$ cat config.mk
export PLATFORM = sky130hd
export DESIGN_NAME = fifo_wptr_full_ctrl
export DESIGN_NICKNAME = d
export VERILOG_FILES = /design/src/rtl/fifo_wptr_full_ctrl.sv
export SDC_FILE = /design/constraint.sdc
export NUM_CORES = 1
export LEC_CHECK = 0
export BUFFER_PORTS_ARGS = -buffer_cell sky130_fd_sc_hd__buf_2
export CORE_UTILIZATION = 55
export DETAILED_ROUTE_END_ITERATION = 16
export PLACE_DENSITY = 0.79
export SYNTH_ARGS = -nofsm -noshare
export SYNTH_HDL_FRONTEND = slang
export SYNTH_SLANG_ARGS = --single-unit
$ cat constraint.sdc
create_clock -name wclk -period 5.33 [get_ports wclk]
set_input_delay 0.533 -clock wclk [delete_from_list [all_inputs] [get_ports wclk]]
set_output_delay 0.533 -clock wclk [all_outputs]
set_load 0.03 [all_outputs]
$ cat src/rtl/fifo_wptr_full_ctrl.sv
// fifo_wptr_full_ctrl
//   Write-domain pointer and status controller for a dual-clock FIFO.
//   Keeps the binary and Gray write pointers. Synchronises the read-domain
//   Gray pointer into wclk. Derives full, almost-full, fill level and a
//   sticky overflow flag from the two pointers.
//
// Ports
//   wclk, wrst_n   write clock, async active-low reset
//   winc           write request from the producer
//   rptr_gray      read pointer (Gray), asynchronous to wclk
//   woverflow_clr  clears woverflow (a same-edge set wins)
//   waddr          storage write address (from the binary pointer)
//   wclk_en        storage write enable (= winc & ~wfull)
//   wfull          registered full flag
//   wptr_gray      registered Gray write pointer, sent to the read domain
//   walmost_full   registered: free entries <= AFULL_MARGIN
//   wlevel         registered fill level seen from the write side, 0..DEPTH
//   woverflow      sticky: a write was attempted while full
module fifo_wptr_full_ctrl #(
  parameter int ADDR_SIZE    = 8,
  parameter int AFULL_MARGIN = 4,
  parameter int SYNC_STAGES  = 2
) (
  input  logic                 wclk,
  input  logic                 wrst_n,
  input  logic                 winc,
  input  logic [ADDR_SIZE:0]   rptr_gray,
  input  logic                 woverflow_clr,
  output logic [ADDR_SIZE-1:0] waddr,
  output logic                 wclk_en,
  output logic                 wfull,
  output logic [ADDR_SIZE:0]   wptr_gray,
  output logic                 walmost_full,
  output logic [ADDR_SIZE:0]   wlevel,
  output logic                 woverflow
);

  localparam int PW = ADDR_SIZE + 1;
  localparam logic [PW-1:0] AF_THRESH = PW'((1 << ADDR_SIZE) - AFULL_MARGIN);

  logic [PW-1:0] wbin_q, wbin_d;
  logic [PW-1:0] wgray_q, wgray_d;
  logic [PW-1:0] lvl_d;
  logic          wfull_q, wfull_d;
  logic          wafull_q, wafull_d;
  logic [PW-1:0] wlevel_q;
  logic          wovf_q, wovf_d;
  logic          accept;

  // Plain flop chain for the synchroniser. Nothing combinational sits between
  // the stages, so only Gray-coded (single-bit-change) values cross.
  logic [SYNC_STAGES-1:0][PW-1:0] sync_q;
  logic [PW-1:0] rq_gray, rq_bin;

  always_ff @(posedge wclk or negedge wrst_n) begin
    if (!wrst_n) sync_q <= '0;
    else         sync_q <= {sync_q[SYNC_STAGES-2:0], rptr_gray};
  end

  assign rq_gray = sync_q[SYNC_STAGES-1];

  // Gray to binary: bit i is the XOR of all Gray bits from the MSB down to i.
  always_comb begin
    rq_bin = '0;
    for (int i = 0; i < PW; i++) rq_bin[i] = ^(rq_gray >> i);
  end

  assign accept  = winc & ~wfull_q;
  assign wclk_en = accept;
  assign waddr   = wbin_q[ADDR_SIZE-1:0];

  always_comb begin
    wbin_d   = wbin_q + PW'(accept);
    wgray_d  = (wbin_d >> 1) ^ wbin_d;
    // Modular difference. It stays in 0..DEPTH because a stale read pointer
    // only ever lags the true one.
    lvl_d    = wbin_d - rq_bin;
    // Full: the pointers are one lap apart. In Gray code that means the two
    // MSBs are inverted and the rest are equal. Requires ADDR_SIZE >= 2.
    wfull_d  = (wgray_d == {~rq_gray[PW-1:PW-2], rq_gray[PW-3:0]});
    wafull_d = (lvl_d >= AF_THRESH);
    // A set on the same edge as a clear takes priority.
    wovf_d   = (winc & wfull_q) | (wovf_q & ~woverflow_clr);
  end

  always_ff @(posedge wclk or negedge wrst_n) begin
    if (!wrst_n) begin
      wbin_q   <= '0;
      wgray_q  <= '0;
      wfull_q  <= 1'b0;
      wafull_q <= 1'b0;
      wlevel_q <= '0;
      wovf_q   <= 1'b0;
    end else begin
      wbin_q   <= wbin_d;
      wgray_q  <= wgray_d;
      wfull_q  <= wfull_d;
      wafull_q <= wafull_d;
      wlevel_q <= lvl_d;
      wovf_q   <= wovf_d;
    end
  end

  assign wfull        = wfull_q;
  assign wptr_gray    = wgray_q;
  assign walmost_full = wafull_q;
  assign wlevel       = wlevel_q;
  assign woverflow    = wovf_q;

endmodule

Word-level counts from Yosys, hierarchy flattened
Index checks and enable logic that the tools add are counted.
- add/subtract/negate cells: 2
- multipliers: 0
- divide/modulo/power cells: 0
- order comparisons: 1
- equality and inequality tests: 1
- shift-type cells: 0
- muxes and demuxes: 0
- bitwise operators: 8
- reduce and logical (&&, ||, !) cells: 9
- operators with widths (cell ; count):
    $reduce_xor A9 Y1 ; 9
    $add A9 B1 Y9 ; 1
    $eq A9 B9 Y1 ; 1
    $ge A9 B8 Y1 const B ; 1
    $sub A9 B9 Y9 ; 1
    $xor A8 B9 Y9 ; 1
    $and A1 B1 Y1 ; 3
    $not A1 Y1 ; 2
    $not A2 Y2 ; 1
    $or A1 B1 Y1 ; 1
- register bits after elaboration: 48
- bits in latches: 0
- RAM bits: 0
- memory bits (read-only): 0
- input port bits: 13
- output and inout bits: 30
- logic and storage cells: 29
- memories: 0

Depth between registers and ports, before layout
- depth in word-level cells: 5
- mapped depth: 15
- mapped depth without buffers: 15

Least setup slack after synthesis
No wires, ideal clock.
- path type: input to register
- start: input winc
- end: register wafull_q (netlist: walmost_full)
- library setup time: 0.120 ns
- arrival time: 3.650 ns
- data required time: 5.210 ns
- slack: 1.560 ns
- cell stages on the path: 11
- buffers on the path: 0
- cells stage by stage: nor2b_1 > ha_1 > ha_1 > nand3_1 > xor2_1 > inv_1 > ha_1 > a31o_1 > or3_4 > o211a_1 > a41o_1
- longest elaborated chain between the ends: 4
- RTL lines (element ; line ; text):
    start, declared ; 26 ; input logic winc,
    $and A1 B1 Y1 ; 68 ; assign accept = winc & ~wfull_q;
    $add A9 B1 Y9 ; 73 ; wbin_d = wbin_q + PW'(accept);
    named net wbin_d[4] ; 41 ; logic [PW-1:0] wbin_q, wbin_d;
    $sub A9 B9 Y9 ; 77 ; lvl_d = wbin_d - rq_bin;
    named net lvl_d[7] ; 43 ; logic [PW-1:0] lvl_d;
    $ge A9 B8 Y1 ; 81 ; wafull_d = (lvl_d >= AF_THRESH);
    named net wafull_d ; 45 ; logic wafull_q, wafull_d;
    end signal, assigned ; 98 ; wafull_q <= wafull_d;
    end, declared ; 45 ;
The timed path passes the listed nets, and every way through them passes these cells.

Worst setup path in the final report
- start: register sync_q, in the netlist rq_gray[7]
- end: register wafull_q (netlist: walmost_full)
- longest elaborated chain between the ends: 3
- elaborated cells between the ends (all ways): 10
- classes of those cells: add/sub (1); order compare (1); reduce/logical (8)
- RTL lines (element ; line ; text):
    start, declared ; 52 ; logic [SYNC_STAGES-1:0][PW-1:0] sync_q;
    start signal, assigned ; 57 ; else sync_q <= {sync_q[SYNC_STAGES-2:0], rptr_gray};
    $reduce_xor A9 Y1 ; 65 ; for (int i = 0; i < PW; i++) rq_bin[i] = ^(rq_gray >> i);
    $sub A9 B9 Y9 (*) ; 77 ;
    named net lvl_d[8] ; 43 ;
    $ge A9 B8 Y1 (*) ; 81 ;
    named net wafull_d ; 45 ;
The timed path passes the listed nets; every way through them passes the cells marked *.

==> metrics list <==
- The flow ran to the end, and the final reports show no timing, DRC or antenna violations.
* WP data required: roughly 5.5 ns
* Number of pins with negative max-slew slack in the final report: 0
* Classification of the worst-slack hold path: input pin to flop
- Mapped Avg Cell Area: 12.5 um2
- Clock tree synthesis found a total of between 40 and 50 sinks.
- Detailed-routing iteration count for the pre-antenna-repair pass: 4
* Clock tree from TritonCTS: yes
* Worst rel slew slack: 0.337
- Post-detailed-route DRC marker count: 0
- Global routing finished with a remaining overflow of 0.
- Of the total synthesized cell area, the portion taken by XOR and XNOR cells is 0.206.
* Count of nets left with antenna violations after detail routing: 0
- The clock arrives with roughly 0.0044 ns of skew.
- The detailed router placed ~1,500 vias in this run.
- Number of setup violations in the final report: 0
- The worst setup path is captured at a flop.
* R2R depth: 12
- Area fraction in and, or, nand and nor cells after synthesis: 0.0979
* Width of the chip: ~66 um
- Worst ir drop on vdd: between 0.0003 and 0.0004 V
- Yosys instantiated no cell more often than dfrtp_1.
* Multiplexer fraction of the synthesized cell area: 0.00880
- The number of hold-slack violations in the final timing report is 0.
- Summed over all failing endpoints, the final setup total negative slack is 0 ns.
- Cell depth of the worst hold path: 1
* Drt total wl: 3900 um
- Number of antenna diodes: 0
- Setup repair after global routing left no endpoint under its margin.
- Full die area: ~0.0044 mm2
- During synthesis, Yosys emitted a total of 0 warnings.
- The initial utilization of the core area, before any placement, comes to 0.573.
* GRT Resource Usage Total: 0.199
* Overall die height: between 60 and 70 um
* Sequential share of the synthesized area: 0.517
- Critical path data arrival time: between 4 and 5 ns
- After synthesis, the cell types taking the most area are dfrtp_1 52%, xnor2_1 9.2%, ha_1 6.1%, xor2_1 5.0%, xnor3_1 3.0%.
- Vias in the first global route: 1,407
- The worst setup path is of the flop to flop kind.
- In the finished design, the share of the clock period the worst path needs comes to 0.746.
- Number of top-level pins: 43
* Final period demand of the worst path: 3.98 ns
- Synthesis inferred between 40 and 50 register bits.
* Complex-gate fraction of the synthesized area: 0.0765
* First-pass GRT wire length: between 6000 and 7000 um
- Clock-pin slew was measured on the worst setup and hold paths at 0.08 ns.
- Number of buffers on the longest clock path: 2
- For the worst-skew pair, the clock arrives at the later sink with an insertion delay of approximately 0.30 ns.
- Hold is met by between 0.3 and 0.4 ns.
* TritonCTS Buffers: 5
- Distinct cells, synth: 37
- Summing internal, switching and leakage power gives 1.78 mW.
* Average via count per standard cell: about 5.2
- In this run, the number of DRC markers left after iteration 0 of detailed routing was 74.
- Combinational family with the most area after synthesis: XOR/XNOR gates
- The floorplan has 23 rows.
- Routability-driven placement congestion ratio: between 0.8 and 0.9
- Counting every net in the synthesized netlist gives slightly above 200.
- Summed over all nets, the half-perimeter wirelength after detailed placement is 2850 um.
- Share of synthesized registers carrying an async set or reset: 1.00
* Ratio of total power to cell area: 667 mW/mm2
* Cell types with the highest counts after synthesis: 47 x dfrtp_1, 24 x xnor2_1, 15 x inv_1, 13 x xor2_1, 11 x ha_1
- Dividing the detail-routed wire length by the instance count gives about 14 um.
* Antenna violations before repair: 0
- After clock tree synthesis, the setup repair step added 0 buffers.
- Entering global routing, the biggest net connects 48 pins.
* Number of enable flip-flop cells after synthesis: 0
- During placement, the flow inserted port buffers numbering 42.
* Number of violations of the max-capacitance limit: 0
- Top cell type's share of synthesized area: 0.517
- In the synthesized netlist the dominant register cell turns out to be dfrtp_1.
- Fraction of layout cells with a size suffix above 1: 0.241
- Nets: 256
- Of all cell types, the one taking the most synthesized area is dfrtp_1.
- From synthesis to final layout, the design area changed by 17.2%.
- Adder-Cell Fraction of Synth Area: 0.0693
- Max Freq: about 250 MHz
- Worst Setup Start Kind: flop
* Placeable core region: 0.00397 mm2
* Root buffer cell: clkbuf_8
- At the pin with the least slew margin, the transition time is a little under 1 ns.
* Hold-fix buffers at CTS: 0
* # resized after CTS: 0
* Number of levels in the clock H-tree: 2
* LEAKAGE: approximately 1.4 nW
- Along the worst path, the maximum fanout reaches 6.
- The cell count after synthesis came out at around 180.
* Post-synth design cell area: between 0.002 and 0.0025 mm2
-- path summary, 6_finish.rpt --
check	slack, ns	end	start
worst min-delay path	0.33	sync_q[8]	rptr_gray[8]
worst max register to register	1.35	walmost_full	rq_gray[7]
max in group asynchronous	4.33	wlevel[8]	wrst_n
worst max-delay path	1.35	walmost_full	rq_gray[7]
min in group asynchronous	0.39	wbin_q[1]	wrst_n
worst min register to register	0.35	rq_gray[3]	sync_q[3]
-- per-stage QoR --
step / area [um2] / util / setup WS [ns] / instances
floorplan: 2270 / - / 1.56 / 182
global placement: 2550 / 0.641 / 1.50 / 274
detailed placement: 2550 / 0.641 / 1.37 / 274
CTS: 2670 / 0.671 / 1.36 / 282
global route: 2670 / 0.671 / 1.16 / 282
finish: 2670 / 0.671 / 1.35 / 282
-- cell usage in the layout (no fill, tap or decap), drive strengths merged, types with 3 or more instances in the layout --
cell type	instances
nand2	3
nor2	5
nor3	7
nand3	5
nor2b	3
a21oi	4
and3	8
ha	11
buf	42
o21ai	5
xnor3	4
inv	15
clkbuf	6
xor2	14
dfrtp	47
nand2b	3
xnor2	24
-- logic make-up after synthesis --
logic type / count (synthesis)
DFF: 47
and+or+nand+nor: 40
adders and majority gates: 12
muxes: 2
xor gates and xnor gates: 43
buffers and inverters: 15
AOI/OAI and AO/OA: 23
-- sequential cells by signal (all words and copies together) (netlist names) --
| signal | count |
|---|---|
| woverflow | 1 |
| wfull | 1 |
| wlevel | 9 |
| walmost_full | 1 |
| rq_gray | 9 |
| sync_q | 9 |
| wptr_gray | 8 |
| wbin_q | 9 |
-- layer usage --
| metal | global-route usage | wire (um) |
|---|---|---|
| met5 | 0 | 0 |
| met4 | 0.0718 | 59 |
| met3 | 0.0517 | 198 |
| met2 | 0.309 | 1760 |
| met1 | 0.270 | 1880 |
-- power breakdown --
group	total, mW	leakage, nW	internal [mW]	switching, mW
sequential	0.517	0.569	0.463	0.0540
combinational	0.995	0.726	0.380	0.615
clock	0.267	0.0612	0.152	0.115
-- worst max-delay path, cell delays in order, from the launching register on --
cell and delay [ns]:
dfrtp_1 0.43, xor3_2 0.45, xnor3_2 0.32, xnor2_1 0.38, xnor2_1 0.21, xor2_1 0.18
ha_1 0.24, fa_1 0.42, or3_1 0.40, and3_1 0.21, o21a_1 0.20, o211a_1 0.23
a41o_1 0.20
-- layout make-up --
| type | count | area [um2] |
|---|---|---|
| fill | 306 | 1310 |
| clock buffer | 6 | 82.6 |
| tap | 50 | 62.6 |
| multi-input combinational | 120 | 1040 |
| clock inverter | 2 | 35.0 |
| inverter | 15 | 56.3 |
| sequential | 47 | 1180 |
| timing repair buffer | 42 | 210 |
Note: power is estimated with default switching activity, not from simulation.
